## src/rtl/imem_boot_loader_pkg.sv

```systemverilog
// Shared constants and state encoding for the instruction-memory boot loader.
// Protocol: 2 header bytes (word count), 4 bytes per word, 8-bit checksum.
package imem_boot_loader_pkg;

    localparam int HDR_BYTES       = 2;
    localparam int WORD_BYTES      = 4;
    localparam int CSUM_W          = 8;
    localparam int TIMEOUT_DEFAULT = 1000000;

    typedef enum logic [2:0] {
        S_IDLE,
        S_LEN_HI,
        S_LEN_LO,
        S_DATA,
        S_CSUM,
        S_DONE,
        S_ERR
    } state_t;

endpackage

```

## src/rtl/imem_boot_loader_byte_word_packer.sv

```systemverilog
// Shifts received bytes into a word MSB-first; flags the byte that completes it.
// Ports: clk, reset, clear_i, byte_valid_i, byte_i -> word_o, word_done_o.
module byte_word_packer
    import imem_boot_loader_pkg::*;
(
    input  logic                    clk,
    input  logic                    reset,
    input  logic                    clear_i,
    input  logic                    byte_valid_i,
    input  logic [7:0]              byte_i,
    output logic [WORD_BYTES*8-1:0] word_o,
    output logic                    word_done_o
);

    localparam int WW = WORD_BYTES * 8;
    localparam int IW = $clog2(WORD_BYTES);

    logic [WW-9:0] shift_q;
    logic [IW-1:0] idx_q;

    // The completed word includes the byte arriving this cycle.
    assign word_o      = {shift_q, byte_i};
    assign word_done_o = byte_valid_i && (idx_q == IW'(WORD_BYTES - 1));

    always_ff @(posedge clk) begin
        if (reset || clear_i) begin
            shift_q <= '0;
            idx_q   <= '0;
        end else if (byte_valid_i) begin
            shift_q <= word_o[WW-9:0];
            idx_q   <= word_done_o ? '0 : idx_q + 1'b1;
        end
    end

endmodule

```

## src/rtl/imem_boot_loader.sv

```systemverilog
// Loads a framed UART image (count, big-endian words, checksum) into IMEM and holds the CPU.
// Ports: clk, reset, boot_req, rx_valid, rx_data -> mem_we, mem_addr, mem_wdata, cpu_hold, done, err.
module imem_boot_loader
    import imem_boot_loader_pkg::*;
#(
    parameter int ROM_SIZE       = 1024,
    parameter int ROM_SIZE_BIT   = 10,
    parameter int TIMEOUT_CYCLES = TIMEOUT_DEFAULT
) (
    input  logic        clk,
    input  logic        reset,
    input  logic        boot_req,
    input  logic        rx_valid,
    input  logic [7:0]  rx_data,
    output logic        mem_we,
    output logic [31:0] mem_addr,
    output logic [31:0] mem_wdata,
    output logic        cpu_hold,
    output logic        done,
    output logic        err
);

    localparam int HW = HDR_BYTES * 8;

    state_t            state_q, state_d;
    logic [HW-1:0]     len_q, len_d;
    logic [15:0]       word_q, word_d;
    logic [CSUM_W-1:0] sum_q, sum_d;
    logic [31:0]       tmo_q, tmo_d;
    logic [HW-1:0]     len_nx;
    logic              active;

    logic        mem_we_q, cpu_hold_q, done_q, err_q;
    logic [31:0] mem_addr_q, mem_wdata_q;

    logic        pk_valid, pk_clear, pk_done;
    logic [31:0] pk_word;

    assign pk_valid = rx_valid && (state_q == S_DATA);
    assign pk_clear = (state_d == S_DATA) && (state_q != S_DATA);
    assign len_nx   = {len_q[HW-9:0], rx_data};

    byte_word_packer u_packer (
        .clk         (clk),
        .reset       (reset),
        .clear_i     (pk_clear),
        .byte_valid_i(pk_valid),
        .byte_i      (rx_data),
        .word_o      (pk_word),
        .word_done_o (pk_done)
    );

    always_comb begin
        state_d = state_q;
        len_d   = len_q;
        word_d  = word_q;
        sum_d   = sum_q;
        tmo_d   = tmo_q + 32'd1;
        active  = 1'b0;
        unique case (state_q)
            S_IDLE, S_ERR: begin
                if (boot_req) begin
                    state_d = S_LEN_HI;
                    len_d   = '0;
                    word_d  = '0;
                    sum_d   = '0;
                end
            end
            S_LEN_HI: begin
                active = 1'b1;
                if (rx_valid) begin
                    len_d   = len_nx;
                    state_d = S_LEN_LO;
                end
            end
            S_LEN_LO: begin
                active = 1'b1;
                if (rx_valid) begin
                    len_d = len_nx;
                    if (len_nx > HW'(ROM_SIZE))
                        state_d = S_ERR;
                    else if (len_nx == '0)
                        state_d = S_CSUM;
                    else
                        state_d = S_DATA;
                end
            end
            S_DATA: begin
                active = 1'b1;
                if (rx_valid) begin
                    sum_d = sum_q + rx_data;
                end
                if (pk_done) begin
                    word_d = word_q + 16'd1;
                    if (word_q + 16'd1 == len_q)
                        state_d = S_CSUM;
                end
            end
            S_CSUM: begin
                active = 1'b1;
                if (rx_valid)
                    state_d = (rx_data == sum_q) ? S_DONE : S_ERR;
            end
            S_DONE: state_d = S_IDLE;
            default: state_d = S_IDLE;
        endcase
        // A byte arriving on the expiry cycle takes priority over the timeout.
        if (active && !rx_valid && tmo_q == 32'(TIMEOUT_CYCLES - 1))
            state_d = S_ERR;
        if (!active || rx_valid || state_d != state_q)
            tmo_d = '0;
    end

    always_ff @(posedge clk) begin
        if (reset) begin
            state_q     <= S_IDLE;
            len_q       <= '0;
            word_q      <= '0;
            sum_q       <= '0;
            tmo_q       <= '0;
            mem_we_q    <= 1'b0;
            mem_addr_q  <= '0;
            mem_wdata_q <= '0;
            cpu_hold_q  <= 1'b0;
            done_q      <= 1'b0;
            err_q       <= 1'b0;
        end else begin
            state_q  <= state_d;
            len_q    <= len_d;
            word_q   <= word_d;
            sum_q    <= sum_d;
            tmo_q    <= tmo_d;
            mem_we_q <= pk_done;
            if (pk_done) begin
                mem_addr_q  <= {{(30 - ROM_SIZE_BIT){1'b0}},
                                word_q[ROM_SIZE_BIT-1:0], 2'b00};
                mem_wdata_q <= pk_word;
            end
            cpu_hold_q <= (state_d != S_IDLE);
            done_q     <= (state_d == S_DONE);
            err_q      <= (state_d == S_ERR);
        end
    end

    assign mem_we    = mem_we_q;
    assign mem_addr  = mem_addr_q;
    assign mem_wdata = mem_wdata_q;
    assign cpu_hold  = cpu_hold_q;
    assign done      = done_q;
    assign err       = err_q;

endmodule

```

## config.mk

```make
export PLATFORM = sky130hd
export DESIGN_NAME = imem_boot_loader
export DESIGN_NICKNAME = d
export VERILOG_FILES = /design/src/rtl/imem_boot_loader_pkg.sv /design/src/rtl/imem_boot_loader_byte_word_packer.sv /design/src/rtl/imem_boot_loader.sv
export SDC_FILE = /design/constraint.sdc
export NUM_CORES = 1
export LEC_CHECK = 0
export CAP_MARGIN = 20
export CORE_MARGIN = 2
export CORE_UTILIZATION = 60
export DETAILED_ROUTE_END_ITERATION = 8
export PLACE_DENSITY = 0.85
export SKIP_LAST_GASP = 1
export SLEW_MARGIN = 25
export SYNTH_ARGS = -nofsm -noshare
export SYNTH_HDL_FRONTEND = slang
export SYNTH_SLANG_ARGS = --single-unit
export TNS_END_PERCENT = 5
```

## constraint.sdc

```tcl
create_clock -name clk -period 5.11 [get_ports clk]
set_input_delay 1.022 -clock clk [delete_from_list [all_inputs] [get_ports clk]]
set_output_delay 1.022 -clock clk [all_outputs]
set_load 0.02 [all_outputs]
```

==> metrics.txt, run 1 <==
crit end category flop; Flop pwr share 44.9%; I/O Buffers between 50 and 60; PwrDens 328 nW/um^2; gr usage total 26.1%; TritonCTS clock tree built; chip height 111 um; part of the Yosys area used for sequential elements between 40% and 50%; Internal 1.96 mW; global route total overflow 0; DP HPWL 10.2 mm; most common cell after layout, fill and taps aside nand2_1; vias per cell just under 6; n_diodes 0; crit path from rx_data[1]; final max-slew violation count 0; P_sw 645 uW; Hold Crit Class reg -> reg; Top FF cell, synth dfxtp_1; Ports 80; Initial Utilization 60.8%; Layout fillers 888; Num CTS Buffers 17; Placer Congestion 0.886; maximum VDD drop about 0.00024 V; cell mode on critical path nor4_1; crit path kind in -> reg; drt wl/cell about 15 um; fin crit share 72.3%; CTS Buffer Depth 2; Worst-Margin Slew 0.925 ns; minimum clock period about 3.7 ns; initial antenna violation count 0; Root Buffer clkbuf_16; die area 12400 sq um; CTS Sinks roughly 150; total negative slack 0 ns; start of the worst register-to-register path word_q[0]$_SDFFE_PP0P_; ys async rst share 0%; Die W 111 um; outcome finished, final reports clean; Post-Syn Area 6890 sq um; PostCTS Resize Cnt 0; Worst Path Max Fanout 32; Ys Warns 0; R2R setup slack 1.59 ns; clk slew on worst S/H paths ~0.060 ns; Net count, final 908; Hold Path Depth 2; total setup buffers inserted after CTS 0; final setup violation count 0; Critical Path Start Type input port; syn avg cell area 7.97 sq um; later-pin clock latency in the skew report 0.42 ns; area grow syn2layout 15.5%; DR pass1 iterations 5; slowest stage delay, CP 0.82 ns; WP data required approximately 5.4 ns; final core occ 70.2%; Yosys cell types 59; Seq cells post-synth 147; unrepaired setup endpoints after global routing no; Cells after DPL a little over 1000; Final Power around 2.6 mW; Max Cap Viol 0; multi-input logic area around 3600 sq um; Critical Path Sink tmo_q[31]$_SDFF_PP0_; combinational fraction of design power 7.9%; design area 7950 sq um; remaining routing DRC violations 0; Sequential Area 2940 sq um; First DRT Iteration DRCs around 560; via count 6164; slew margin rel. 36.7%; Net Sw Frac 24.8%; Core Region 11300 sq um; share of cells above drive strength 1 6.01%; most frequent cells in the layout nand2_1, dfxtp_1, a21oi_1, clkdlybuf4s50_1, nor2_1; Max Fclk 271 MHz; Placed Area about 7400 sq um; Post-Layout Cell Count 1041; Worst EP arrival 4.01 ns; H-tree levels 4; Leak 2.71 nW; slowest CP cell a2111oi_0; cts-stage hold buffer count 0; number of global-route vias before repair 5561; first-pass GRT wire length 26.7 mm; Reg2Reg Capture Point tmo_q[31]$_SDFF_PP0_; Worst Reg-to-Reg Cells 8; Hold Vio Cnt, Final 0; EDFF count, synth 0; Routed WL 16.1 mm; Clock Skew approximately 0.0096 ns; Placement Rows 39; Cells after Synth 864; part of the power in the clock network 47.2%; Cell Chain, Critical Path clkdlybuf4s50_1, nor4_1, nand3_1, xor2_1, a21boi_0, a2111oi_0, a21oi_4, nor4_1; Final ANT Viol Nets 0; largest net degree at the start of global routing 74
==> area by class of cell <==
type | instances | area share (%)
Inverter | 8 | 0.378
Multi-Input combinational cell | 647 | 45.2
Tap cell | 143 | 2.25
Clock buffer | 22 | 5.84
Timing Repair Buffer | 64 | 7.80
Clock inverter | 10 | 1.56
Sequential cell | 147 | 37.0
==> cells by family after synthesis <==
group,Yosys count,share of synthesized area [%]
and+or+nand+nor,391,27.0
DFF,147,42.7
adders and majority gates,12,2.27
xor gates and xnor gates,59,7.50
other,1,0.0544
buffers and inverters,91,6.43
AOI/OAI and AO/OA,159,13.4
muxes,4,0.618
==> power groups by stage <==
stage                     clock (mW)  sequential [mW]  combinational, mW
after floorplan                    0             1.19              0.168
after global placement             0             1.20              0.197
after detailed placement           0             1.20              0.199
after CTS                       1.24             1.17              0.201
after global routing            1.29             1.17              0.223
final                           1.23             1.17              0.205
==> worst min path at each step <==
| stage | to | slack (ns) | from |
|---|---|---|---|
| global placement | mem_wdata[31]$_SDFFE_PP0P_ | 0.44 | u_packer.shift_q[23]$_SDFFE_PP0P_ |
| CTS | mem_wdata[30]$_SDFFE_PP0P_ | 0.45 | u_packer.shift_q[22]$_SDFFE_PP0P_ |
| global route | mem_wdata[27]$_SDFFE_PP0P_ | 0.47 | mem_wdata[27]$_SDFFE_PP0P_ |
| floorplan | mem_wdata[24]$_SDFFE_PP0P_ | 0.43 | u_packer.shift_q[16]$_SDFFE_PP0P_ |
| detailed placement | mem_wdata[31]$_SDFFE_PP0P_ | 0.44 | u_packer.shift_q[23]$_SDFFE_PP0P_ |
| finish | mem_wdata[30]$_SDFFE_PP0P_ | 0.45 | u_packer.shift_q[22]$_SDFFE_PP0P_ |
==> routing by layer <==
layer	track usage, %	share of wire [%]
met5	0	0
met1	34.8	44
met3	5.19	6.5
met2	42.1	48
met4	9.71	1.8
==> registers in the layout, summed over array words and instances, names as in the netlist, 3 cells and up <==
register          flops
u_packer.shift_q     24
tmo_q                32
word_q               16
mem_wdata            32
len_q                16
state_q               3
sum_q                 8
mem_addr             10
==> Yosys cell counts, types with 3 or more instances <==
cell type,n,area share (%)
and3_1,7,0.64
inv_1,7,0.38
xor2_1,30,3.8
buf_4,25,2.7
and2_1,5,0.45
nand3_1,37,2.7
or4_1,4,0.44
nor2_1,54,2.9
nor4_1,43,3.9
a311oi_1,6,0.76
nand2_1,182,9.9
nand3b_1,6,0.65
ha_1,10,1.8
a22oi_1,8,0.87
or2_2,5,0.45
clkbuf_1,49,2.7
nand4_1,14,1.3
dfxtp_1,147,43
a31oi_1,3,0.27
o21ai_0,12,0.87
or3_1,4,0.36
xnor2_1,29,3.7
buf_2,6,0.44
a21oi_1,108,7.8
a21o_1,5,0.55
buf_1,3,0.16
and4_1,4,0.51
nor3_1,13,0.94
==> worst max-delay path: cells and delay by family <==
family / cells / cell delay, ns
simple gates: 3 / 0.90
compound gates: 3 / 1.36
buf+inv: 1 / 0.54
xor+xnor: 1 / 0.18
==> per-stage QoR <==
step,hold slack [ns],setup WS [ns]
2_1_floorplan,0.432,1.96
3_3_place_gp,0.439,1.32
3_5_place_dp,0.445,1.05
4_1_cts,0.454,1.48
5_1_grt,0.472,1.23
6_report,0.450,1.42
Power figures use the tool's default switching activity.
==> run 2: changes to the inputs <==
--- a/config.mk
+++ b/config.mk
@@ -7,9 +7,9 @@
 export LEC_CHECK = 0
 export CAP_MARGIN = 20
 export CORE_MARGIN = 2
-export CORE_UTILIZATION = 60
+export CORE_UTILIZATION = 56
 export DETAILED_ROUTE_END_ITERATION = 8
-export PLACE_DENSITY = 0.85
+export PLACE_DENSITY = 0.8
 export SKIP_LAST_GASP = 1
 export SLEW_MARGIN = 25
 export SYNTH_ARGS = -nofsm -noshare
==> constraint.sdc (replaced) <==
create_clock -name clk -period 3.7 [get_ports clk]
set_input_delay 0.74 -clock clk [delete_from_list [all_inputs] [get_ports clk]]
set_output_delay 0.74 -clock clk [all_outputs]
set_load 0.02 [all_outputs]
==> run 2 against run 1 <==
  * Flip-flop and latch count unchanged
  * Clock skew decreased by 0.0011 ns
  * Clock power increased by 62%
  * Sequential share of layout area decreased by 0.99 points
  * Critical path depth increased by 1
  * Global-route usage decreased by 1.1 points
==> metrics.txt, run 2 (same netlist as run 1, synthesis figures left out) <==
vias per cell 5.88; Final ANT Viol Nets 0; global route total overflow 0; Num CTS Buffers 17; via count 6201; maximum VDD drop 0.000336 V; combinational fraction of design power 7.7%; final setup violation count 0; unrepaired setup endpoints after global routing no; crit path kind in -> reg; PostCTS Resize Cnt 0; Leak 2.83 nW; Placer Congestion 0.868; design area between 8000 and 9000 sq um; start of the worst register-to-register path word_q[0]$_SDFFE_PP0P_; uppermost layer routed met4; die area 13200 sq um; Max Fclk 323 MHz; cell mode on critical path a21oi_1; Cell Chain, Critical Path clkdlybuf4s50_1, ha_1, or4b_2, o41ai_1, a21oi_1, or2_2, a21oi_1, a31oi_1, nor3_1; final core occ between 60% and 70%; outcome finished, final reports clean; Reg2Reg Capture Point tmo_q[20]$_SDFF_PP0_; slowest stage delay, CP 0.72 ns; Worst Reg-to-Reg Cells 9; slowest CP cell or4b_2; Clock Skew 0.00853 ns; CP delay by family, top simple AND/OR/NAND/NOR gates; Root Buffer clkbuf_16; Crit path depth 9; most frequent cells in the layout nand2_1, dfxtp_1, a21oi_1, clkdlybuf4s50_1, nor2_1; largest net degree at the start of global routing 80; Worst Path Max Fanout 4; Core Region 12000 sq um; most common cell after layout, fill and taps aside nand2_1; n_diodes 0; R2R setup slack roughly 0.7 ns; minimum clock period 3.09 ns; cts-stage hold buffer count 0; Layout fillers 983; DR pass1 iterations 5; First DRT Iteration DRCs 569; Critical Path Sink done$_SDFF_PP0_; drt wl/cell ~15 um; Worst EP arrival 3.43 ns; Sequential Area 2940 sq um; PwrDens 479 nW/um^2; total setup buffers inserted after CTS 0; first-pass GRT wire length 26.6 mm; H-tree levels 4; Placed Area 7480 sq um; clk slew on worst S/H paths 0.06 ns; share of cells above drive strength 1 roughly 7.4%; P_sw 897 uW; multi-input logic area 3590 sq um; pre-CTS setup slack 0.206 ns; slew margin rel. 52.6%; CP bufs+invs 1; chip height 115 um; Net count, final 918; PnR worst setup slack 0.607 ns; later-pin clock latency in the skew report 0.42 ns; I/O Buffers 57; Placement Rows 40; Ports 80; met2 routed WL roughly 7.7 mm; metal3 WL 914 um; Die W 115 um; Flop pwr share 41.3%; Max Cap Viol 0; number of global-route vias before repair 5569; Hold Crit Class reg -> reg; final max-slew violation count 0; met1 wire length 7.50 mm; Initial Utilization 57.3%; Final Power 3.91 mW; Routed WL ~16 mm; Critical Path Start Type input port; Worst-Margin Slew between 0.7 and 0.8 ns; area grow syn2layout 18.6%; initial antenna violation count 0; WP data required between 4 and 5 ns; gr usage total 24.9%; part of the power in the clock network 50.9%; CTS Sinks 147; crit path from rx_data[5]; crit end category flop; Net Sw Frac 22.9%; DP HPWL 10.2 mm; Internal 3.01 mW; TritonCTS clock tree built; Hold Vio Cnt, Final 0; CTS Buffer Depth 2; fin crit share between 80% and 90%; remaining routing DRC violations 0; total negative slack 0 ns
==> run 2: cell types whose count changed in the layout (fill, tap and decap cells not counted), sizes merged <==
cell      delta
clkinvlp     -2
bufinv       +4
buf         +10
clkbuf       -2
==> run 2: cell type report <==
type | count | area share [%]
repair buffers | 74 | 8.97
well taps | 147 | 2.25
clock buffers | 20 | 5.71
inverters | 8 | 0.368
multi-input cells | 647 | 44.0
flip-flops and latches | 147 | 36.0
clock inverters | 12 | 2.71
==> run 2: worst min path at each step <==
stage / from / to / slack, ns / cells after the start
floorplan: u_packer.shift_q[16]$_SDFFE_PP0P_ / mem_wdata[24]$_SDFFE_PP0P_ / 0.43 / 2
global placement: u_packer.shift_q[16]$_SDFFE_PP0P_ / mem_wdata[24]$_SDFFE_PP0P_ / 0.44 / 2
detailed placement: u_packer.shift_q[16]$_SDFFE_PP0P_ / mem_wdata[24]$_SDFFE_PP0P_ / 0.44 / 2
CTS: mem_wdata[24]$_SDFFE_PP0P_ / mem_wdata[24]$_SDFFE_PP0P_ / 0.45 / 2
global route: mem_wdata[20]$_SDFFE_PP0P_ / mem_wdata[20]$_SDFFE_PP0P_ / 0.47 / 2
finish: mem_wdata[12]$_SDFFE_PP0P_ / mem_wdata[12]$_SDFFE_PP0P_ / 0.45 / 2
==> run 2: power by group through the flow <==
stage	sequential, mW	clock [mW]	combinational [mW]
floorplan	1.64	0	0.232
global placement	1.65	0	0.292
detailed placement	1.65	0	0.293
CTS	1.62	2.01	0.296
global route	1.62	2.08	0.329
finish	1.62	1.99	0.302
==> run 2: worst register-to-register path, stage by stage, from the launching register on <==
cell,delay (ns)
dfxtp_1,0.50
ha_1,0.47
inv_1,0.12
nor4_1,0.52
xnor2_1,0.18
nand3_1,0.09
or4_4,0.54
a21oi_4,0.17
buf_12,0.20
nor4_1,0.09
==> run 2: per-layer routing <==
metal / GRT usage [%] / up-vias
met5: 0 / -
met4: 8.03 / 0
met3: 6.11 / 17
met2: 38.5 / 208
met1: 34.5 / 2953
li1: - / 3023
==> run 2: stage by stage <==
| step | hold WS (ns) | std cells |
|---|---|---|
| floorplan | 0.432 | 885 |
| global placement | 0.441 | 1023 |
| detailed placement | 0.444 | 1023 |
| CTS | 0.453 | 1055 |
| global route | 0.467 | 1055 |
| finish | 0.452 | 1055 |
==> patch (flow settings as in run 2) <==
Set the package constant `HDR_BYTES` to 4 (it was 2).
--- a/src/rtl/imem_boot_loader_pkg.sv
+++ b/src/rtl/imem_boot_loader_pkg.sv
@@ -2,7 +2,7 @@
 // Protocol: 2 header bytes (word count), 4 bytes per word, 8-bit checksum.
 package imem_boot_loader_pkg;
 
-    localparam int HDR_BYTES       = 2;
+    localparam int HDR_BYTES       = 4;
     localparam int WORD_BYTES      = 4;
     localparam int CSUM_W          = 8;
     localparam int TIMEOUT_DEFAULT = 1000000;
Check against the original RTL: same outputs for any inputs over 4 cycles, from zero or initial values and one cycle with reset high; that may be too few to reach the edited logic, so the function may still have changed.
==> patch against run 2 <==
- synthesized cell count up 11%
- cell area up 6.4%
- worst setup slack gained 0.090 ns
- first-iteration DRC count decreased by 4.7%
- sequential power rose by 11%
- total power up 3.7%
- wire length up 9.2%
- fmax grew 3.0%
- final cell count rose by 11%
- sequential cell count rose by 16
- non-clock buffer count shrank 7
- synthesized area increased by 8.9%
- largest cell class unchanged
- largest power group unchanged
- highest routed layer unchanged
==> patch: results (changes against run 2) <==
| Metric | Value |
|---|---|
| Status | complete, no violations |
| Power Internal | 3.02 mW (+0.18%) |
| Detail Placement HPWL | 11,400 um (+12%) |
| Gr usage total | 0.254 (+0.00448) |
| DR iter-0 viols | 542 (-4.7%) |
| Dpl cells | 1,143 (+12%) |
| Comb. pwr | 0.342 mW (+13%) |
| Clk. pwr | 1.91 mW (-4%) |
| Hold slack final | 0.449 ns (-0.00279 ns) |
| Pre-CTS setup slack | 0.521 ns (+0.315 ns) |
| Leakage | 2.98 nW (+5.4%) |
| Crit-path max FO | 9 (+5) |
| Total power | 4.05 mW (+3.7%) |
| Routed vias/inst | 5.65 (-3.9%) |
| Yosys cell types | 61 (+3.4%) |
| Hold_sp | u_packer.shift_q[21] |
| Peak supply drop | 0.416 mV (+24%) |
| Arrival @ worst endpoint | 3.33 ns (-0.10 ns) |
| Syn_area_per_cell | 7.80 um2 (-2.2%) |
| Worst Max-Slew Pin Slew | 0.855 ns (+0.147 ns) |
| Hold Path End | mem_wdata[29] |
| Fmax achieved | 333 MHz (+3.0%) |
| Area after DPL | 8050 um2 (+7.6%) |
| Final net count | 1,009 (+9.9%) |
| Compound-Gate Fraction of Synth Area | 0.144 (+0.00977) |
| R2R cell count | 8 (-1) |
-- patch: routing by layer --
layer	global-route usage	up-vias	part of all wire
li1	-	3283	-
met1	0.349	3128	0.46
met2	0.398	193	0.47
met3	0.0513	33	0.053
met4	0.0875	0	0.018
met5	0	-	0
-- patch: worst max-delay path: stages, from the launching register on --
cell and delay (ns):
dfxtp_1 0.51, ha_1 0.31, and3_2 0.25, nand3_2 0.21, nor3_1 0.38, mux2_2 0.38
a211o_1 0.30, or2_4 0.28, a2111oi_4 0.28
-- patch: kinds of logic after synthesis --
| family | after synthesis |
|---|---|
| XOR/XNOR | 59 |
| buffers and inverters | 95 |
| other | 1 |
| AND/OR/NAND/NOR | 443 |
| multiplexers | 3 |
| flip-flops | 163 |
| adder cells (fa/ha/maj) | 11 |
| AO/OA/AOI/OAI | 187 |
-- patch: area by class of cell --
class,instances,area [um2]
clock buffers,17,425
multi-input cells,725,3870
clock inverters,15,219
repair buffers,67,647
flip-flops and latches,163,3260
fillers,1132,4440
well taps,176,220
inverters,12,45.0
